## config.mk

```make
export PLATFORM = sky130hd
export DESIGN_NAME = seg7_scan
export DESIGN_NICKNAME = d
export VERILOG_FILES = /design/src/rtl/dinorun_pkg.sv /design/src/rtl/seg7_decode.sv /design/src/rtl/seg7_scan.sv
export SDC_FILE = /design/constraint.sdc
export NUM_CORES = 1
export LEC_CHECK = 0
export CELL_PAD_IN_SITES_DETAIL_PLACEMENT = 1
export CELL_PAD_IN_SITES_GLOBAL_PLACEMENT = 1
export CORE_UTILIZATION = 44
export CTS_CLUSTER_DIAMETER = 100
export DETAILED_ROUTE_END_ITERATION = 8
export PLACE_DENSITY = 0.85
export REMOVE_ABC_BUFFERS = 1
export SLEW_MARGIN = 20
export SYNTH_ARGS = -nofsm -noshare
export SYNTH_HDL_FRONTEND = slang
export SYNTH_SLANG_ARGS = --single-unit
export TNS_END_PERCENT = 20
```

## constraint.sdc

```tcl
create_clock -name clk_i -period 3 [get_ports clk_i]
set_clock_uncertainty 0.15 [all_clocks]
set_input_delay 0.3 -clock clk_i [delete_from_list [all_inputs] [get_ports clk_i]]
set_output_delay 0.3 -clock clk_i [all_outputs]
set_load 0.1 [all_outputs]
```

## src/rtl/dinorun_pkg.sv

```systemverilog
// Shared display types for the dinorun game: seven-segment glyph type,
// hex glyph table (active-high, bit 0 = segment a) and the all-off pattern.
package dinorun_pkg;

  typedef logic [6:0] seg7_t;

  // Index 0..15 -> 0-9, A, b, C, d, E, F
  localparam seg7_t SEG7_GLYPH [16] = '{
    7'h3F, 7'h06, 7'h5B, 7'h4F, 7'h66, 7'h6D, 7'h7D, 7'h07,
    7'h7F, 7'h6F, 7'h77, 7'h7C, 7'h39, 7'h5E, 7'h79, 7'h71
  };

  localparam seg7_t SEG7_OFF = 7'h7F;

endpackage

```

## src/rtl/seg7_decode.sv

```systemverilog
// Combinational 4-bit value to active-high seven-segment glyph.
module seg7_decode
  import dinorun_pkg::*;
(
  input  logic [3:0] value,
  output seg7_t      seg
);

  assign seg = SEG7_GLYPH[value];

endmodule

```

## src/rtl/seg7_scan.sv

```systemverilog
// Four-digit multiplexed seven-segment driver with frame-coherent snapshot.
// Optional leading-zero blanking enabled by defining SEG7_LEADING_ZERO_BLANK_EN.
module seg7_scan
  import dinorun_pkg::*;
#(
  parameter int REFRESH_DIV  = 6294,
  parameter int BLANK_CYCLES = 16
) (
  input  logic       clk_i,
  input  logic       rst_ni,
  input  logic [3:0] digit0_i,
  input  logic [3:0] digit1_i,
  input  logic [3:0] digit2_i,
  input  logic [3:0] digit3_i,
  input  logic       digit0_en_i,
  input  logic       digit1_en_i,
  input  logic       digit2_en_i,
  input  logic       digit3_en_i,
  output logic [3:0] an_no,
  output logic [6:0] seg_no,
  output logic       dp_no
);

  logic [15:0] div_q;
  logic [1:0]  slot_q;
  logic [3:0]  snap_val [4];
  logic [3:0]  snap_en;
  logic [3:0]  blank;
  logic [3:0]  cur_val;
  logic        snap_now;
  logic        visible;
  seg7_t       glyph;

  assign snap_now = (div_q == 16'd0) && (slot_q == 2'd0);

  always_ff @(posedge clk_i or negedge rst_ni) begin
    if (!rst_ni) begin
      div_q  <= '0;
      slot_q <= '0;
    end else if (div_q == 16'(REFRESH_DIV - 1)) begin
      div_q  <= '0;
      slot_q <= slot_q + 2'd1;
    end else begin
      div_q  <= div_q + 16'd1;
    end
  end

  // Inputs are sampled once per frame so a score change never shows mixed digits
  always_ff @(posedge clk_i or negedge rst_ni) begin
    if (!rst_ni) begin
      for (int i = 0; i < 4; i++) snap_val[i] <= '0;
      snap_en <= '0;
    end else if (snap_now) begin
      snap_val[0] <= digit0_i;
      snap_val[1] <= digit1_i;
      snap_val[2] <= digit2_i;
      snap_val[3] <= digit3_i;
      snap_en     <= {digit3_en_i, digit2_en_i, digit1_en_i, digit0_en_i};
    end
  end

`ifdef SEG7_LEADING_ZERO_BLANK_EN
  // A disabled digit counts as a leading zero; digit0 always stays lit
  always_comb begin
    blank    = '0;
    blank[3] = !snap_en[3] || (snap_val[3] == 4'd0);
    blank[2] = blank[3] && (!snap_en[2] || (snap_val[2] == 4'd0));
    blank[1] = blank[2] && (!snap_en[1] || (snap_val[1] == 4'd0));
  end
`else
  assign blank = '0;
`endif

  assign cur_val = snap_val[slot_q];
  assign visible = snap_en[slot_q] && (div_q >= 16'(BLANK_CYCLES)) && !blank[slot_q];

  seg7_decode u_decode (
    .value (cur_val),
    .seg   (glyph)
  );

  always_ff @(posedge clk_i or negedge rst_ni) begin
    if (!rst_ni) begin
      an_no  <= 4'b1111;
      seg_no <= SEG7_OFF;
    end else if (visible) begin
      an_no  <= ~(4'b0001 << slot_q);
      seg_no <= ~glyph;
    end else begin
      an_no  <= 4'b1111;
      seg_no <= SEG7_OFF;
    end
  end

  assign dp_no = 1'b1;

endmodule

```

**Yosys cells after proc, flatten, opt, wreduce, memory -nomap -nowiden**

Memory sizes are Yosys's and may differ from the RTL's.
Index checks and enable logic that the tools add are counted.

- Equality and inequality tests: 1
- $add $sub $neg: 2
- $mul: 0
- Div/mod/pow operators: 0
- Bitwise gates (word level): 4
- Shifts and indexed selects: 1
- Reduce and logical (&&, ||, !) cells: 6
- Mux-type cells: 12
- Magnitude comparators: 4

Operator list:

| kind | number |
|---|---|
| $mux 7 | 3 |
| $add 16x1->16 const B | 1 |
| $eq 16x13->1 const B | 1 |
| $ge 16x5->1 const B | 1 |
| $logic_not 16->1 | 1 |
| $mux 16 | 1 |
| $mux 4 | 3 |
| $bmux 4 s2 | 1 |
| $not 7->7 | 1 |
| $ge 5x5->1 const B | 1 |
| $not 4->5 | 1 |
| $bmux 1 s2 | 2 |
| $not 4->4 | 1 |
| $shl 1x2->4 const A | 1 |
| $ge 3x3->1 const B | 1 |
| $logic_and 1x1->1 | 3 |
| $lt 2x3->1 const B | 1 |
| $not 2->3 | 1 |
| $add 2x1->2 const B | 1 |
| $logic_not 2->1 | 1 |
| $mux 1 | 2 |
| $logic_not 1->1 | 1 |

- Bits in latches: 0
- Word-level logic and storage cells: 40
- Register bits: 49
- Input port bits: 22
- Output and inout bits: 12
- Bits in writable memories: 0
- ROM bits: 112
- Memories: 1

Memory list:

| name | words | width | rd ports | clocked after memory_dff | wr ports | RTL line | source |
|---|---|---|---|---|---|---|---|
| (name not given) | 16 | 7 | 1 | 0 | 0 | seg7_decode.sv:9 | `assign seg = SEG7_GLYPH[value];` |

**Depth between registers and ports, before layout**

Gate-level depths: netlist (run 1).

- Word-level depth: 10
- Mapped depth: 7
- Mapped depth without buffers: 6

**By module**

A second synthesis (run 1) with hierarchy kept.

- Cells, all modules: 199
- Area total of the unflattened synthesis: 2,636.3 um^2

By module, submodules not included:

| module | instances | seq. area each (um^2) | area an instance (um^2) | cells an instance |
|---|---|---|---|---|
| seg7_scan | 1 | 1,239.9 | 2,348.5 | 166 |
| seg7_decode | 1 | 0.0 | 287.8 | 33 |

**Worst setup path before layout (run 1)**

Ideal clock, no wire load.

- Path type: flip-flop to flip-flop
- Start point: register slot_q[0]
- End point: register seg_no[3]
- Data required time: 2,752 ps
- Stages on the path, launching flop included: 7
- Arrival: 1,874 ps
- Slack: 878 ps
- Buffers on the path: 1
- Cell sequence: dfrtp_1 > buf_2 > mux4_2 > ha_1 > or2_2 > a21oi_1 > o21ai_0

- Word-level cells in the longest chain between the ends: 10
- Elaborated cells between the ends (all ways): 17
- Classes of those cells: mux: 10; bitwise: 3; reduce/logical: 3; memory: 1

RTL lines:

| element | RTL line | source |
|---|---|---|
| start, declared | seg7_scan.sv:25 | `logic [1:0] slot_q;` |
| start signal, assigned | seg7_scan.sv:42 | `slot_q <= slot_q + 2'd1;` |
| $not 2->3 (implied by the code) | seg7_scan.sv:74 | `assign cur_val = snap_val[slot_q];` |
| $bmux 4 s2 | seg7_scan.sv:74 |  |
| $mux 4 (implied by the code) (2 in a row) | seg7_scan.sv:74 |  |
| $not 4->5 (implied by the code) | seg7_decode.sv:9 |  |
| $mem_v2 16x7 | n/a |  |
| $mux 7 (implied by the code) (2 in a row) | seg7_decode.sv:9 |  |
| $not 7->7 | seg7_scan.sv:88 | `seg_no <= ~glyph;` |
| $mux 7 * | seg7_scan.sv:86 | `end else if (visible) begin` |
| end signal, assigned | seg7_scan.sv:88 |  |
| end, declared | seg7_scan.sv:20 | `output logic [6:0] seg_no,` |

Every way passes the cells marked *; elsewhere a longest branch is shown, timed or not. The select of a mux whose other input is x is not followed.
A chain may end at the register's enable or synchronous reset.

**Final worst setup path (run 1)**

- Start point: register slot_q[0]
- End point: register seg_no[4]

Same word-level chain as after synthesis.

==> impl_metrics.ini, run 1 <==
[status]
outcome = complete, no violations

[timing]
tightestPinTransition_ns = 0.590
fin_crit_ns = 2.37
fin_crit_sh_pct = 79.1
fin_tns_setup_ns = 0
finalSetupViolations = 0
clock.fmax_mhz = 421
fin_ws_ns = 0.627
maxSlewHeadroom_pct = 60.6
hold_violations = 0
whs_ns = 0.361
finalMaxSlewViolations = 0
grt_setup_unrepaired = false

[routing]
route.detailed.drc = 0
ant_nets = 0
postRouteWirelength_um = 5020
drtPass1Iterations = 4
wl_per_cell_um = 16.6
drt_iter0_markers = 94
vias_per_cell = 5.25
vias = 1590

[worst_setup_path]
path_class = flip-flop to flip-flop
ff2ff_path_depth = 5
r2r_setup_slack_ns = 0.63
path_max_fanout = 9
worstReg2RegEnd = seg_no[4]$_DFF_PN1_
start_kind = flip-flop
crit_arrival_ns = 2.43
cp_cell_sequence = mux4_2 -> ha_1 -> mux2_2 -> o21ai_0 -> nand2_1
critPathCaptureType = flip-flop
worstPathRequired_ns = 3.06
r2r_start = slot_q[0]$_DFFE_PN0N_
cp_slowest_stage_delay_ns = 0.65
critical-path-slowest-cell = dfrtp_1

[yosys]
synth_edf_count = 0
syn-instance-count = 201
synth_seq_area_share_pct = 48.9
synth_cell_types = 38
synth-async-reset-ratio_pct = 100
syn_area_um2 = 2530
synth-seq-cells = 49
ys_warn_count = 0
ys.flop_type = dfrtp_1
synth.avg_cell_area_um2 = 12.6

[die]
start_util_pct = 45.7
fp.dieH_um = 77.9
ios = 34
die_x_um = 77.9
core_um2 = 5540
rows = 27
die_area_um2 = 6070

[power_and_ir_drop]
leakage_uw = 0.00134
pwr_density_cell_nw_per_um2 = 435
p_int_uw = 949
ir_worst_vdd_uv = 194
power.total_uw = 1290
switching_share_pct = 26.2
pwr-share-comb_pct = 14.5
switchingPower_uw = 337
seq_power_share_pct = 54.5
clkPwrFrac_pct = 31.0

[cts]
numCtsBuffers = 5
clock_latency_ns = 0.30
ctsResizeCount = 0
htree_num_levels = 2
root_buffer = clkbuf_8
post-cts-setup-buffers = 0
cts_tree = done
cts.sinks = 49
path_clk_slew_ns = 0.09
cts_max_path_buffers = 2
holdBufCountCts = 0

[min_path]
hold_path_end = snap_val[5]$_DFFE_PN0P_
hold_path_depth = 1
min_from = snap_val[5]$_DFFE_PN0P_
hp-class = flip-flop to flip-flop

[final_layout]
drive_gt1_share_pct = 26.8
final_cell_mix = 38 x dfrtp_1, 20 x mux2_4, 20 x clkdlybuf4s50_1
final_util_pct = 53.3
antennaDiodeCount = 0
nets = 265
syn_to_final_growth_pct = 16.5
layout_commonest_cell = dfrtp_1

[grt]
antenna_found_initial = 0
grt_pass1_wl_um = 8780
first_global_vias = 1702
grt_max_degree = 50
grt_usage_pct = 19.0
grt_overflow = 0

[place]
port_buffers = 32
place_ws_ns = 0.615
dp_hpwl_um = 3610
gp_congestion = 0.798

[run]
cap_violations = 0
[registers in the layout, indices dropped and copies added, names as in the netlist]
signal and cells:
div_q 16, snap_en 4, snap_val 16, slot_q 2
an_no 4, seg_no 7
[synthesized netlist by cell type, types with 3 or more instances]
cell type	count	area [um2]
and3_1	6	37.5
clkbuf_1	7	26.3
dfrtp_1	38	951
dfstp_2	11	289
ha_1	13	163
inv_1	7	26.3
mux2_4	20	300
mux4_2	6	135
nand2_1	15	56.3
nand3_1	11	55.1
nand4_1	4	25.0
nor2_1	9	33.8
o211ai_1	3	22.5
o21ai_0	3	15.0
xnor2_1	10	87.6
xor2_1	8	70.1
[kinds of logic (layout without fill, tap and decap cells)]
| group | Yosys count | in the layout | synth area share (%) |
|---|---|---|---|
| and+or+nand+nor | 62 | 62 | 13.5 |
| other | 1 | 1 | 0.148 |
| DFF | 49 | 49 | 48.9 |
| buffers and inverters | 18 | 48 | 3.46 |
| xor gates and xnor gates | 18 | 18 | 6.22 |
| AOI/OAI and AO/OA | 11 | 11 | 2.81 |
| muxes | 29 | 29 | 18.5 |
| adders and majority gates | 13 | 13 | 6.42 |
[critical path, delay by kind of cell, from the launching register on]
| family | cells | cell delay (ns) |
|---|---|---|
| fa+ha+maj | 1 | 0.30 |
| flops | 1 | 0.65 |
| simple gates | 1 | 0.10 |
| compound gates | 1 | 0.17 |
| mux | 2 | 0.91 |
[per-stage QoR]
| step | instances | area [um2] |
|---|---|---|
| floorplan | 190 | 2470 |
| global placement | 294 | 2850 |
| detailed placement | 294 | 2850 |
| CTS | 302 | 2940 |
| global route | 303 | 2950 |
| finish | 303 | 2950 |
[cell type report]
| cell class | instances | area [um2] |
|---|---|---|
| Clock buffer | 8 | 90.1 |
| Fill cell | 585 | 2590 |
| Inverter | 7 | 26.3 |
| Multi-Input combinational cell | 134 | 1210 |
| Sequential cell | 49 | 1240 |
| Tap cell | 72 | 90.1 |
| Timing Repair Buffer | 33 | 300 |
[per-layer routing]
layer | part of all wire, % | vias to the layer above | global-route usage [%]
met5 | 0 | - | 0
met4 | 1.2 | 0 | 7.36
met3 | 2.6 | 5 | 3.65
met2 | 49 | 29 | 31.1
met1 | 47 | 805 | 24.9
li1 | - | 751 | -
[power groups by stage]
stage | logic, uW | registers (uW) | clock network (uW)
floorplan | 61.0 | 772 | 0
global route | 199 | 703 | 437
global placement | 182 | 712 | 0
finish | 186 | 700 | 399
detailed placement | 187 | 713 | 0
CTS | 187 | 701 | 416
[worst max-delay path by stage]
| stage | startpoint | to | cells past startpoint |
|---|---|---|---|
| after CTS | slot_q[0]$_DFFE_PN0N_ | seg_no[3]$_DFF_PN1_ | 5 |
| after floorplan | slot_q[0]$_DFFE_PN0N_ | seg_no[3]$_DFF_PN1_ | 5 |
| after detailed placement | slot_q[0]$_DFFE_PN0N_ | seg_no[3]$_DFF_PN1_ | 5 |
| after global placement | slot_q[0]$_DFFE_PN0N_ | seg_no[3]$_DFF_PN1_ | 5 |
| final | slot_q[0]$_DFFE_PN0N_ | seg_no[4]$_DFF_PN1_ | 5 |
| after global routing | slot_q[0]$_DFFE_PN0N_ | seg_no[3]$_DFF_PN1_ | 6 |
Power figures use the tool's default switching activity.
==> inputs of run 2 (changes only) <==
==> constraint.sdc (replaced) <==
create_clock -name clk_i -period 2.3 [get_ports clk_i]
set_clock_uncertainty 0.15 [all_clocks]
set_input_delay 0.23 -clock clk_i [delete_from_list [all_inputs] [get_ports clk_i]]
set_output_delay 0.23 -clock clk_i [all_outputs]
set_load 0.1 [all_outputs]
==> run 2 against run 1 <==
  * Total power up 42%
  * Maximum frequency increased by 5.0%
  * Clock power is 64% higher
  * Setup slack worse by 0.59 ns
  * Hold slack worse by 0.0055 ns
  * Combinational power is 34% higher
  * Via count increased by 8.2%
  * Global-route usage rose by 1.1 points
  * Count of clock-buffer cells in the layout decreased by 1
  * Largest cell class unchanged
  * Highest routed layer unchanged
==> impl_metrics.ini, run 2 (same netlist as run 1, synthesis figures left out) <==
[worst_setup_path]
cp_slowest_stage_delay_ns = 0.63
worstPathRequired_ns = 2.34
critical-path-slowest-cell = or4_4
r2r_setup_slack_ns = 0.04
critPathCaptureType = flip-flop
ff2ff_path_depth = 4
r2r_start = div_q[9]$_DFF_PN0_
crit_arrival_ns = 2.30
cp_cell_sequence = nor4_4 -> nand3_1 -> or4_4 -> mux2_4
start_kind = flip-flop
path_max_fanout = 5
worstReg2RegEnd = snap_val[15]$_DFFE_PN0P_
crit_start = div_q[9]$_DFF_PN0_
path_class = flip-flop to flip-flop

[cts]
cts.sinks = 49
numCtsBuffers = 5
root_buffer = clkbuf_8
cts_max_path_buffers = 2
clock_latency_ns = 0.31
path_clk_slew_ns = 0.09
cts_tree = done
htree_num_levels = 2

[min_path]
min_from = div_q[15]$_DFF_PN0_
hold_path_depth = 1
hp-class = flip-flop to flip-flop
hold_path_end = div_q[15]$_DFF_PN0_

[place]
place_ws_ns = -0.0274
gp_congestion = 0.798
port_buffers = 32
dp_hpwl_um = 3820
placed_area_um2 = 2960

[final_layout]
antennaDiodeCount = 0
layout_commonest_cell = dfrtp_1
nets = 281
top_regs = div_q x16, snap_val x16, seg_no x7
drive_gt1_share_pct = 32.4
syn_to_final_growth_pct = 22.9
fillers = 581
fin_area_um2 = 3110
final_cell_mix = 37 x dfrtp_1, 25 x buf_4, 20 x mux2_4, 20 x clkdlybuf4s50_1, 15 x nand2_1

[routing]
wl_per_cell_um = 18.3
postRouteWirelength_um = 5830
vias_per_cell = 5.39
ant_nets = 0
route.detailed.drc = 0
drtPass1Iterations = 4
drt_iter0_markers = 107
vias = 1720

[die]
ios = 34
start_util_pct = 45.7
core_um2 = 5540
die_x_um = 77.9
rows = 27
fp.dieH_um = 77.9
die_area_um2 = 6070

[timing]
hold_violations = 0
finalSetupViolations = 0
tightestPinTransition_ns = 0.621
clock.fmax_mhz = 442
maxSlewHeadroom_pct = 58.6
whs_ns = 0.355
fin_ws_ns = 0.0395
fin_crit_ns = 2.26
fin_crit_sh_pct = 98.3
finalMaxSlewViolations = 0
fin_tns_setup_ns = 0

[power_and_ir_drop]
ir_worst_vdd_uv = 352
leakage_uw = 0.00142
pwr_density_cell_nw_per_um2 = 585

[grt]
grt_usage_pct = 20.1
grt_max_degree = 50
antenna_found_initial = 0
grt_overflow = 0
grt_pass1_wl_um = 9160
first_global_vias = 1732

[status]
outcome = complete, no violations

[run]
cap_violations = 0
run 2: final cells by class:
class / count / area (um2) / share of cell area [%]
Timing Repair Buffer: 47 / 403 / 12.9
Inverter: 7 / 26.3 / 0.844
Tap cell: 72 / 90.1 / 2.89
Clock buffer: 7 / 86.3 / 2.77
Sequential cell: 49 / 1240 / 39.9
Multi-Input combinational cell: 136 / 1240 / 39.7
Clock inverter: 1 / 30.0 / 0.964
run 2: how the worst max path moves through the flow:
stage                                          end  slack (ns)  cells after the start
final                     snap_val[15]$_DFFE_PN0P_        0.04                      4
after CTS                   snap_en[2]$_DFFE_PN0P_        0.02                      4
after floorplan                seg_no[3]$_DFF_PN1_        0.16                      5
after global placement     snap_val[1]$_DFFE_PN0P_        0.06                      4
after global routing      snap_val[12]$_DFFE_PN0P_       -0.02                      4
after detailed placement    snap_en[2]$_DFFE_PN0P_       -0.03                      4
run 2: where the power goes:
part	switching, uW	leakage [uW]	total [uW]	internal (uW)
registers	18.5	0.000584	916	897
logic	152	0.000780	250	98.4
clock network	301	0.0000585	656	355
run 2: per-stage QoR:
step | utilization [%] | instances | power (uW)
2_1_floorplan | - | 190 | 1090
3_3_place_gp | 53.3 | 308 | 1170
3_5_place_dp | 53.3 | 308 | 1180
4_1_cts | 55.6 | 317 | 1830
5_1_grt | 56.2 | 319 | 1880
6_report | 56.2 | 319 | 1820
run 2: critical path: cells and delay by family, from the launching register on:
family	cells	cell delay, ns
muxes	1	0.32
DFF	1	0.45
and+or+nand+nor	3	1.23
run 2: per-layer routing:
metal  global-route usage, %  up-vias  routed length (um)  share of wire [%]
met3                    3.88        6                 141                2.4
met5                       0        -                   0                  0
li1                        -      791                   -                  -
met2                    32.3       33                2850                 49
met4                    5.66        0                  62                1.1
met1                    27.7      890                2780                 48
run 2: repair_timing:
action                                 CTS  global route
setup buffers                            0             0
hold buffers                             1             0
cloned                                   0             2
pin swaps                                1             2
setup endpoints to repair               20            24
resized for setup                        0             4
endpoints found under the hold margin   38             0
